### config.mk
export PLATFORM = sky130hd
export DESIGN_NAME = ysyx_22050243_if_id_reg
export DESIGN_NICKNAME = d
export VERILOG_FILES = /design/src/rtl/ysyx_22050243_if_id_reg.sv
export SDC_FILE = /design/constraint.sdc
export NUM_CORES = 1
export LEC_CHECK = 0
export BUFFER_PORTS_ARGS = -buffer_cell sky130_fd_sc_hd__buf_2
export CORE_MARGIN = 3
export CORE_UTILIZATION = 48
export DETAILED_ROUTE_END_ITERATION = 8
export PLACE_DENSITY = 0.79
export SLEW_MARGIN = 20
export SYNTH_ARGS = -nofsm -noshare
export SYNTH_HDL_FRONTEND = slang
export SYNTH_SLANG_ARGS = --single-unit
### constraint.sdc
create_clock -name clk -period 3.8 [get_ports clk]
set_input_delay 0.76 -clock clk [delete_from_list [all_inputs] [get_ports clk]]
set_output_delay 0.76 -clock clk [all_outputs]
set_load 0.01 [all_outputs]
### src/rtl/ysyx_22050243_if_id_reg.sv
// IF->ID pipeline register with a one-entry skid buffer, stall hold and flush.
// Optional perf counters (stall_cycles, flush_count) under YSYX_22050243_IFID_PERF_EN.
module ysyx_22050243_if_id_reg #(
  parameter int unsigned             PC_WIDTH       = 64,
  parameter int unsigned             INST_WIDTH     = 32,
  parameter int unsigned             GPR_ADDR_WIDTH = 5,
  parameter logic [INST_WIDTH-1:0]   NOP_INST       = INST_WIDTH'(32'h00000013)
) (
  input  logic                      clk,
  input  logic                      rst_n,
  input  logic                      in_valid,
  output logic                      in_ready,
  input  logic [PC_WIDTH-1:0]       in_pc,
  input  logic [INST_WIDTH-1:0]     in_inst,
  input  logic                      stall,
  input  logic                      flush,
  output logic                      out_valid,
  output logic [PC_WIDTH-1:0]       out_pc,
  output logic [INST_WIDTH-1:0]     out_inst,
  output logic [GPR_ADDR_WIDTH-1:0] rs1_if_2_id_ff,
  output logic [GPR_ADDR_WIDTH-1:0] rs2_if_2_id_ff
`ifdef YSYX_22050243_IFID_PERF_EN
  ,
  output logic [63:0]               stall_cycles,
  output logic [63:0]               flush_count
`endif
);

  logic                      m_valid_q, m_valid_d;
  logic [PC_WIDTH-1:0]       m_pc_q, m_pc_d;
  logic [INST_WIDTH-1:0]     m_inst_q, m_inst_d;
  logic                      s_valid_q, s_valid_d;
  logic [PC_WIDTH-1:0]       s_pc_q, s_pc_d;
  logic [INST_WIDTH-1:0]     s_inst_q, s_inst_d;
  logic                      in_ready_q, in_ready_d;
  logic [GPR_ADDR_WIDTH-1:0] rs1_q, rs1_d;
  logic [GPR_ADDR_WIDTH-1:0] rs2_q, rs2_d;
  logic                      accept;
  logic                      advance;

  // Next-state: flush beats advance beats hold.
  always_comb begin
    m_valid_d = m_valid_q;
    m_pc_d    = m_pc_q;
    m_inst_d  = m_inst_q;
    s_valid_d = s_valid_q;
    s_pc_d    = s_pc_q;
    s_inst_d  = s_inst_q;
    accept    = in_valid && !s_valid_q;
    advance   = !m_valid_q || !stall;

    if (flush) begin
      m_valid_d = 1'b0;
      s_valid_d = 1'b0;
      m_inst_d  = NOP_INST;
    end else if (advance) begin
      if (s_valid_q) begin
        m_valid_d = 1'b1;
        m_pc_d    = s_pc_q;
        m_inst_d  = s_inst_q;
        s_valid_d = 1'b0;
      end else if (accept) begin
        m_valid_d = 1'b1;
        m_pc_d    = in_pc;
        m_inst_d  = in_inst;
      end else begin
        m_valid_d = 1'b0;
        m_inst_d  = NOP_INST;
      end
    end else if (accept) begin
      s_valid_d = 1'b1;
      s_pc_d    = in_pc;
      s_inst_d  = in_inst;
    end

    // Side outputs are registered alongside M so they change on the same edge.
    in_ready_d = !s_valid_d;
    rs1_d      = m_valid_d ? GPR_ADDR_WIDTH'(m_inst_d[19:15]) : '0;
    rs2_d      = m_valid_d ? GPR_ADDR_WIDTH'(m_inst_d[24:20]) : '0;
  end

  always_ff @(posedge clk or negedge rst_n) begin
    if (!rst_n) begin
      m_valid_q  <= 1'b0;
      m_pc_q     <= '0;
      m_inst_q   <= NOP_INST;
      s_valid_q  <= 1'b0;
      s_pc_q     <= '0;
      s_inst_q   <= NOP_INST;
      in_ready_q <= 1'b1;
      rs1_q      <= '0;
      rs2_q      <= '0;
    end else begin
      m_valid_q  <= m_valid_d;
      m_pc_q     <= m_pc_d;
      m_inst_q   <= m_inst_d;
      s_valid_q  <= s_valid_d;
      s_pc_q     <= s_pc_d;
      s_inst_q   <= s_inst_d;
      in_ready_q <= in_ready_d;
      rs1_q      <= rs1_d;
      rs2_q      <= rs2_d;
    end
  end

  assign in_ready       = in_ready_q;
  assign out_valid      = m_valid_q;
  assign out_pc         = m_pc_q;
  assign out_inst       = m_inst_q;
  assign rs1_if_2_id_ff = rs1_q;
  assign rs2_if_2_id_ff = rs2_q;

`ifdef YSYX_22050243_IFID_PERF_EN
  logic [63:0] stall_cycles_q, stall_cycles_d;
  logic [63:0] flush_count_q, flush_count_d;

  // Free-running event counters, wrapping naturally at 2^64.
  always_comb begin
    stall_cycles_d = stall_cycles_q;
    flush_count_d  = flush_count_q;
    if (m_valid_q && stall && !flush) stall_cycles_d = stall_cycles_q + 64'd1;
    if (flush)                        flush_count_d  = flush_count_q + 64'd1;
  end

  always_ff @(posedge clk or negedge rst_n) begin
    if (!rst_n) begin
      stall_cycles_q <= '0;
      flush_count_q  <= '0;
    end else begin
      stall_cycles_q <= stall_cycles_d;
      flush_count_q  <= flush_count_d;
    end
  end

  assign stall_cycles = stall_cycles_q;
  assign flush_count  = flush_count_q;
`endif

endmodule

==> run metrics, run 1 <==
Residual DRC 0; vias in the first global route 5804; Mapped Nets slightly below 700; Slew @ Worst Pin roughly 840 ps; final hold slack ~240 ps; initial antenna violation count 0; type of the tightest min-delay check in2async; Cells after Synth around 600; synthesized area per cell about 15 sq um; Antenna Nets Post-Route 0; r2r setup slk between 1000 and 1500 ps; fmax roughly 420 MHz; antenna diode count 0; Seq/Total Area, Yosys 59.8%; Setup-failing EPs final 0; DRT Pass-1 Iters 4; Max Buffers Root-to-Sink 3; Iteration-0 DRC Markers 246; GP Congestion between 0.7 and 0.8; htree depth 1; crit path capture type flop; DR vias/cell 5.33; CTS tree yes; worst path required time roughly 4200 ps; WP data arrival around 2800 ps; clk_skew 9.96 ps; CP top delay family flip-flops; Yosys Warn Count 0; Slowest-stage cell, CP dfrtp_4; Initial Utilization between 40% and 50%; fin. max-slew vios 0; largest fanout on the critical path 60; Post-Syn Area between 8000 and 9000 sq um; vias post-DR between 5000 and 6000; global-route wire length before repair just under 30 mm; Die Ht around 140 um; crit path buf inv count 1; flops & latches, synth about 210; HPWL after detailed placement between 10 and 15 mm; Num CTS Buffers 22; Setup Buffers After CTS 0; total track usage 18.3%; most frequent cells in the layout buf_2 (207), dfrtp_1 (197), mux2_2 (180); die footprint a little under 20000 sq um; Slew headroom between 40% and 50%; Synth cell types 21; post-layout util between 60% and 70%; drt total wl ~18 mm; instance count on the critical path 4; grt total ovfl 0; CTS Hold Bufs 0; die width 140 um; wire per inst about 18 um; cts repair resizes 0; Register Area slightly above 5000 sq um; Pwr Density around 560 nW/um^2; P_leak between 4 and 5 nW; WS Path Type reg2reg; clock sinks 205; area of the multi-input gates around 3200 sq um; IO Pins around 210; placed cells between 900 and 1000; Area Overhead vs Synth 22.7%; fill cell count between 1000 and 1500; clk_lat worst skew between 400 and 500 ps; Final Hold Fails 0; worst-path cell chain nand2b_4 > nor3_4 > buf_4 > mux2_2; PortBufs roughly 210; commonest non-fill, non-tap cell in the layout buf_2; core box area 17400 sq um; RSZ-0062 raised after global routing no; Worst Reg2Reg Path Length in Cells 4; std cell rows 48; CTS Root Cell clkbuf_16; crit path launch type flop; largest net degree at the start of global routing 69; clk slew on worst S/H paths roughly 60 ps; VDD IR max approximately 0.41 mV; Design Power around 0.006 W; minimum clock period around 2400 ps; Max Cap Viol 0; period utilisation layout between 60% and 70%; Non-Filler Instances around 1000; NumNets Final 889; share of cells above drive strength 1 between 50 and 60%; crit-path max cell delay ~750 ps; status completed; setup TNS 0 ps
## path summary, 6_finish.rpt
check	to	start
worst max-delay path	s_pc_q[23]	s_valid_q
worst min-delay path	out_inst[8]	rst_n
worst max register to register	s_pc_q[23]	s_valid_q
worst min register to register	out_pc[54]	out_pc[54]
max in group asynchronous	out_pc[16]	rst_n
min in group clk	out_pc[54]	out_pc[54]
## cells by family after synthesis
kind of cell / Yosys count / share of synthesized area [%]
AO/OA/AOI/OAI: 39 / 3.58
AND/OR/NAND/NOR: 76 / 4.38
buffers and inverters: 44 / 2.95
flip-flops: 205 / 59.8
multiplexers: 224 / 29.3
## cells in the mapped netlist, drive strengths merged
master	instances	area share (%)
mux2	224	29
dfrtp	198	58
nor3	41	2.6
nor2	30	1.3
a221oi	29	3.0
buf	26	2.2
clkbuf	16	0.70
dfstp	7	2.1
a21oi	4	0.23
o21ai	3	0.17
o22ai	3	0.22
inv	2	0.087
and2	1	0.073
nand2	1	0.044
nand2b	1	0.16
nor2b	1	0.073
or3	1	0.073
## flip-flops by register name, indices dropped and copies added (netlist names)
| signal | cells |
|---|---|
| rs2_if_2_id_ff | 5 |
| s_inst_q | 32 |
| out_valid | 1 |
| rs1_if_2_id_ff | 5 |
| out_pc | 64 |
| s_valid_q | 1 |
| out_inst | 32 |
| s_pc_q | 64 |
| in_ready | 1 |
## metrics by stage
step	setup WS [ps]	cell area, sq um
after CTS	1340	10600
after global routing	1250	10600
final	1410	10600
after global placement	1230	9800
after detailed placement	1200	9800
after floorplan	1720	8600
## routing by layer
metal,track usage (%),share of wire [%]
met5,0,0
met4,4.23,2.2
met3,5.29,7.4
met2,30.2,47
met1,24.1,43
## cell type report
class | instances | share of cell area (%)
tap | 225 | 2.67
sequential | 205 | 48.7
inverter | 2 | 0.0711
multi-input combinational | 339 | 30.4
clock buffer | 32 | 6.25
timing repair buffer | 218 | 11.0
clock inverter | 8 | 0.877
## worst register-to-register path: cells and delay by family (launching register included)
kind | cells | cell delay (ps)
AND/OR/NAND/NOR | 2 | 540
multiplexers | 1 | 440
buffers and inverters | 1 | 540
flip-flops | 1 | 750
## power by group
part / internal, W / total (W) / switching (W)
Combinational: 0.000494 / 0.000900 / 0.000405
Clock: 0.00134 / 0.00217 / 0.000837
Sequential: 0.00261 / 0.00282 / 0.000204
Total: 0.00444 / 0.00589 / 0.00145
No activity file was read; power rests on OpenSTA's default activity.
==> run 2: changes to the inputs <==
--- a/config.mk
+++ b/config.mk
@@ -5,11 +5,12 @@
 export SDC_FILE = /design/constraint.sdc
 export NUM_CORES = 1
 export LEC_CHECK = 0
+export ABC_AREA = 1
 export BUFFER_PORTS_ARGS = -buffer_cell sky130_fd_sc_hd__buf_2
 export CORE_MARGIN = 3
 export CORE_UTILIZATION = 48
 export DETAILED_ROUTE_END_ITERATION = 8
-export PLACE_DENSITY = 0.79
+export PLACE_DENSITY = 0.78
 export SLEW_MARGIN = 20
 export SYNTH_ARGS = -nofsm -noshare
 export SYNTH_HDL_FRONTEND = slang
==> constraint.sdc (replaced) <==
create_clock -name clk -period 2.45 [get_ports clk]
set_input_delay 0.49 -clock clk [delete_from_list [all_inputs] [get_ports clk]]
set_output_delay 0.49 -clock clk [all_outputs]
set_load 0.01 [all_outputs]
==> run metrics, run 2 <==
die width 144 um (was 140 um); CP endpoint rs2_if_2_id_ff[4] (was s_pc_q[23]); largest net degree at the start of global routing 97 (was 69); CTS Hold Bufs 0 (unchanged); total track usage 22.8% (was 18.3%); global routing usage on met3 4.56% (was 5.29%); clock sinks 205 (unchanged); EDFF count, synth 0 (unchanged); Slowest-stage cell, CP dfrtp_4 (unchanged); CTS tree yes (unchanged); reg2reg end rs2_if_2_id_ff[4] (was s_pc_q[23]); routing usage on met1 31.2% (was 24.1%); fmax 551 MHz (was 419 MHz); vias post-DR 8255 (was 5487); Seq/Total Area, Yosys 56.1% (was 59.8%); GP Congestion 0.811 (was 0.748); Commonest cells post-synth nand2_1 (709), dfrtp_1 (198), nand3_1 (138) (was dfrtp_1 (198), mux2_2 (180), mux2_1 (44)); PortBufs 208 (unchanged); Area Overhead vs Synth 21.3% (was 22.7%); die footprint 20800 sq um (was 19600 sq um); FFs w/ async S/R, synth 100% (unchanged); Pwr Density 803 nW/um^2 (was 558 nW/um^2); Cells after Synth 1189 (was 588); Mapped Nets 1290 (was 689); IO Pins 209 (unchanged); type of the tightest min-delay check in2async (unchanged); clk_skew 7.80 ps (was 9.96 ps); fill cell count 1595 (was 1392); initial antenna violation count 3 (was 0); Final Cell Area 11100 sq um (was 10600 sq um); Num CTS Buffers 22 (unchanged); clk slew on worst S/H paths 60 ps (about the same); std cell rows 49 (was 48); crit-path max cell delay 610 ps (was 750 ps); WS Path Type reg2reg (unchanged); Antenna Nets Post-Route 0 (unchanged); area of the multi-input gates 3570 sq um (was 3210 sq um); Synth area leaders dfrtp_1 (54%), nand2_1 (29%), nand3_1 (7.5%) (was dfrtp_1 (58%), mux2_2 (24%), mux2_1 (5.8%)); CTS Root Cell clkbuf_16 (unchanged); Iteration-0 DRC Markers 535 (was 246); share of cells above drive strength 1 20.2% (was 55.5%); worst path required time 2850 ps (was 4170 ps); Worst Reg2Reg Path Length in Cells 4 (unchanged); Worst R2R Start s_valid_q (unchanged); DP Area 10400 sq um (was 9800 sq um); period utilisation layout 74.1% (was 62.8%); Post-synth top flop dfrtp_1 (unchanged); global-route wire length before repair 39.0 mm (was 29.7 mm); post-layout util 60.6% (about the same); crit path launch type flop (unchanged); minimum clock period 1810 ps (was 2390 ps); Register Area 5140 sq um (unchanged); HPWL after detailed placement 14.9 mm (was 11.8 mm); Initial Utilization 50.0% (was 49.4%); launch point of the worst path s_valid_q (unchanged); vias in the first global route 7872 (was 5804); htree depth 1 (unchanged); Yosys Warn Count 0 (unchanged); DRT Pass-1 Iters 5 (was 4); cell taking the most area after synthesis dfrtp_1 (unchanged); crit path capture type flop (unchanged); Max Cap Viol 0 (unchanged); Residual DRC 0 (unchanged); RSZ-0062 raised after global routing no (unchanged); drt total wl 23.7 mm (was 18.1 mm); largest fanout on the critical path 60 (unchanged); synthesized area per cell 7.70 sq um (was 14.6 sq um); M2 GR Usage 37.4% (was 30.2%); WP data arrival 2220 ps (was 2760 ps); flops & latches, synth 205 (unchanged); NumNets Final 1467 (was 889); r2r setup slk 640 ps (was 1410 ps); Max Buffers Root-to-Sink 3 (unchanged); cts repair resizes 0 (unchanged); core box area 18300 sq um (was 17400 sq um); commonest non-fill, non-tap cell in the layout nand2_1 (was buf_2); Slew headroom 55.3% (was 43.7%); Setup Buffers After CTS 0 (unchanged); most common cell in the netlist nand2_1 (was dfrtp_1); top-area cell type share of the netlist area 54.1% (was 57.6%); worst-path cell chain clkinv_2 > buf_4 > nand3_1 > a21oi_1 (was nand2b_4 > nor3_4 > buf_4 > mux2_2); P_leak 6.45 nW (was 4.89 nW); grt total ovfl 0 (unchanged); wire per inst 14.7 um (was 17.5 um); DR vias/cell 5.12 (was 5.33); Post-Syn Area 9160 sq um (was 8600 sq um); VDD IR max 0.431 mV (was 0.411 mV); status completed (unchanged); Final Hold Fails 0 (unchanged); Die Ht 144 um (was 140 um); fin. max-slew vios 0 (unchanged); GR peak layer met2 (unchanged); Synth cell types 19 (was 21); setup TNS 0 ps (unchanged); Slew @ Worst Pin 671 ps (was 844 ps); most frequent cells in the layout nand2_1 (708), buf_2 (207), dfrtp_1 (197) (was buf_2 (207), dfrtp_1 (197), mux2_2 (180)); clk_lat worst skew 500 ps (was 490 ps); Setup-failing EPs final 0 (unchanged)
-- run 2: power by group --
part	internal, W	total, W	leakage, nW	switching [W]
clock	0.00201	0.00333	0.361	0.00132
sequential	0.00396	0.00427	2.59	0.000310
combinational	0.000504	0.00132	3.49	0.000817
-- run 2: area by class of cell --
| cell class | instances | share of cell area [%] |
|---|---|---|
| timing repair buffer | 227 | 11.5 |
| clock inverter | 4 | 0.405 |
| multi-input combinational | 882 | 32.1 |
| antenna | 1 | 0.0225 |
| inverter | 28 | 0.957 |
| clock buffer | 36 | 6.16 |
| sequential | 205 | 46.3 |
| tap | 229 | 2.58 |
-- run 2: stage by stage --
| stage | instances | hold slack (ps) | total power [W] | setup slack [ps] |
|---|---|---|---|---|
| after floorplan | 1189 | 194 | 0.00503 | 1010 |
| after global routing | 1612 | 47.3 | 0.00941 | 514 |
| after detailed placement | 1571 | 454 | 0.00565 | 527 |
| final | 1612 | 3.06 | 0.00892 | 636 |
| after global placement | 1571 | 448 | 0.00559 | 598 |
| after CTS | 1611 | 24.3 | 0.00901 | 664 |
-- run 2: critical path: cells and delay by family (launching register included) --
kind,cells,cell delay [ps]
buf+inv,2,650
simple gates,1,210
compound gates,1,240
flops,1,610
-- run 2: logic make-up after synthesis --
| logic type | synth area share [%] |
|---|---|
| flops | 56.1 |
| buf+inv | 5.04 |
| compound gates | 1.31 |
| simple gates | 37.5 |
-- run 2: worst min-delay path by stage --
stage,end,slack [ps]
after global routing,out_pc[58],50
after floorplan,out_inst[10],190
after global placement,out_pc[8],450
final,out_pc[53],3
after CTS,out_pc[53],20
after detailed placement,out_pc[43],450
-- run 2: metal layers --
layer | wire length [um] | share of wire, %
met1 | 10200 | 43
met2 | 11100 | 47
met3 | 1880 | 7.9
met4 | 541 | 2.3
met5 | 21 | 0.088
==> run 3: changes to the inputs <==
--- a/config.mk
+++ b/config.mk
@@ -10,7 +10,7 @@
 export CORE_MARGIN = 3
 export CORE_UTILIZATION = 48
 export DETAILED_ROUTE_END_ITERATION = 8
-export PLACE_DENSITY = 0.78
+export PLACE_DENSITY = 0.81
 export SLEW_MARGIN = 20
 export SYNTH_ARGS = -nofsm -noshare
 export SYNTH_HDL_FRONTEND = slang
==> constraint.sdc (replaced) <==
create_clock -name clk -period 1.45 [get_ports clk]
set_input_delay 0.29 -clock clk [delete_from_list [all_inputs] [get_ports clk]]
set_output_delay 0.29 -clock clk [all_outputs]
set_load 0.01 [all_outputs]
==> run metrics, run 3 (synthesis results as in run 2) <==
Worst R2R Start out_valid (was s_valid_q); Comb power frac 16.0% (was 14.8%); period utilisation layout approximately 99%; fmax between 600 and 700 MHz; clk_lat worst skew 500 ps (about the same); CTS tree yes (unchanged); global-route wire length before repair 39.3 mm (was 39.0 mm); largest net degree at the start of global routing 60 (was 97); Hold Path End s_inst_q[1]; r2r setup slk 30 ps (was 640 ps); crit path buf inv count 1 (was 2); crit path launch type flop (unchanged); Setup-failing EPs final 0 (unchanged); grt total ovfl 0 (unchanged); status completed (unchanged); clk slew on worst S/H paths 60 ps (about the same); DRT Pass-1 Iters 5 (unchanged); die width 144 um (unchanged); DP Area 10500 sq um (was 10400 sq um); CTS Root Cell clkbuf_16 (unchanged); Area Overhead vs Synth 27.0% (was 21.3%); Max Buffers Root-to-Sink 3 (unchanged); core box area 18300 sq um (unchanged); Slew headroom 72.2% (was 55.3%); Net Switching 0.00414 W (was 0.00245 W); Max Cap Viol 0 (unchanged); fin. max-slew vios 0 (unchanged); final hold slack 21.8 ps (was 3.06 ps); commonest non-fill, non-tap cell in the layout nand2_1 (unchanged); die footprint 20800 sq um (unchanged); minimum clock period about 1400 ps; most frequent cells in the layout nand2_1 (708), buf_2 (202), dfrtp_1 (197) (was nand2_1 (708), buf_2 (207), dfrtp_1 (197)); worst path required time 1160 ps (was 2850 ps); P_leak 6.71 nW (was 6.45 nW); IO Pins 209 (unchanged); VDD IR max 0.724 mV (was 0.431 mV); crit-path max cell delay 540 ps (was 610 ps); WP data arrival 1150 ps (was 2220 ps); GP Congestion 0.816 (was 0.811); RSZ-0062 raised after global routing yes (was no); crit path capture type output port (was flop); Num CTS Buffers 22 (unchanged); std cell rows 49 (unchanged); DR vias/cell 5.18 (was 5.12); largest fanout on the critical path 2 (was 60); Initial Utilization 50.0% (unchanged); wire per inst 15.6 um (was 14.7 um); htree depth 1 (unchanged); Iteration-0 DRC Markers 649 (was 535); Slew @ Worst Pin 417 ps (was 671 ps); initial antenna violation count 1 (was 3); post-layout util 63.5% (was 60.6%); Hold Crit Start in_inst[1]; clock power share 36.4% (was 37.3%); WS Path Type reg2out (was reg2reg); sw frac 27.4% (was 27.5%); vias in the first global route 7951 (was 7872); Pwr Density 1300 nW/um^2 (was 803 nW/um^2); clock sinks 205 (unchanged); Slowest-stage cell, CP dfstp_2 (was dfrtp_4); worst-path cell chain buf_6 (was clkinv_2 > buf_4 > nand3_1 > a21oi_1); Flop pwr share 47.7% (was 47.9%); clk_skew 15.5 ps (was 7.80 ps); NumNets Final 1500 (was 1467); total track usage 23.1% (was 22.8%); CP top delay family flip-flops (was buffers and inverters); drt total wl 25.7 mm (was 23.7 mm); cell-internal power 0.0110 W (was 0.00647 W); share of cells above drive strength 1 21.9% (was 20.2%); Die Ht 144 um (unchanged); Final Hold Fails 0 (unchanged); HPWL after detailed placement 15.9 mm (was 14.9 mm); reg2reg end out_pc[10] (was rs2_if_2_id_ff[4]); Final Cell Area 11600 sq um (was 11100 sq um); Worst Reg2Reg Path Length in Cells 8 (was 4); PortBufs 208 (unchanged); type of the tightest min-delay check in2reg (was in2async); Residual DRC 0 (unchanged); Antenna Nets Post-Route 0 (unchanged); vias post-DR 8510 (was 8255); hold depth 3
[run 3: cell types whose count changed in the layout (fill, tap and decap cells not counted), sizes merged]
| cell | change |
|---|---|
| buf | +23 |
| clkbuf | +4 |
| clkinvlp | +1 |
| dlygate4sd3 | +3 |
[run 3: metal layers]
| layer | wire length [um] | GRT usage, % | vias to the layer above | share of wire (%) |
|---|---|---|---|---|
| li1 | - | - | 4094 | - |
| met1 | 10500 | 30.0 | 3988 | 41 |
| met2 | 12400 | 38.9 | 373 | 48 |
| met3 | 2090 | 5.19 | 53 | 8.1 |
| met4 | 746 | 6.97 | 2 | 2.9 |
| met5 | 8 | 0 | - | 0.031 |
[run 3: what timing repair did]
item                       CTS  global route
hold buffers                 3             0
hold endpoints to repair    34             0
resized for setup           10            11
setup endpoints to repair    5           143
pin swaps                    0             4
cloned                       0             8
buffers inserted             2             4
[run 3: metrics by stage]
step | power (W) | setup slack, ps | cells | setup TNS [ps]
floorplan | 0.00849 | 99.4 | 1189 | 0
global placement | 0.00948 | 128 | 1587 | 0
detailed placement | 0.00960 | 90.3 | 1587 | 0
CTS | 0.0152 | -9.43 | 1630 | -20.6
global route | 0.0159 | -25.3 | 1642 | -115
finish | 0.0151 | 8.70 | 1643 | 0
[run 3: worst max-delay path by stage]
stage	start	endpoint	slack, ps	cells past startpoint
5_1_grt	s_valid_q	s_pc_q[10]	-30	4
2_1_floorplan	out_valid	s_pc_q[62]	100	7
3_5_place_dp	stall	s_pc_q[16]	90	6
4_1_cts	out_inst[1]	out_inst[1]	-9	1
3_3_place_gp	stall	s_pc_q[61]	130	6
6_report	out_inst[1]	out_inst[1]	9	1
[run 3: final cells by class]
cell class | instances | area, sq um
fill | 1551 | 6700
sequential | 205 | 5140
multi-input combinational | 882 | 3590
timing repair buffer | 260 | 1790
clock buffer | 33 | 663
tap | 229 | 287
inverter | 28 | 106
clock inverter | 5 | 52.6
antenna | 1 | 2.50
[run 3: power by group through the flow]
| stage | Clock (W) | Sequential [W] | Combinational, W |
|---|---|---|---|
| global route | 0.00589 | 0.00730 | 0.00275 |
| detailed placement | 0 | 0.00728 | 0.00232 |
| floorplan | 0 | 0.00737 | 0.00112 |
| global placement | 0 | 0.00725 | 0.00223 |
| finish | 0.00550 | 0.00721 | 0.00242 |
| CTS | 0.00562 | 0.00719 | 0.00235 |
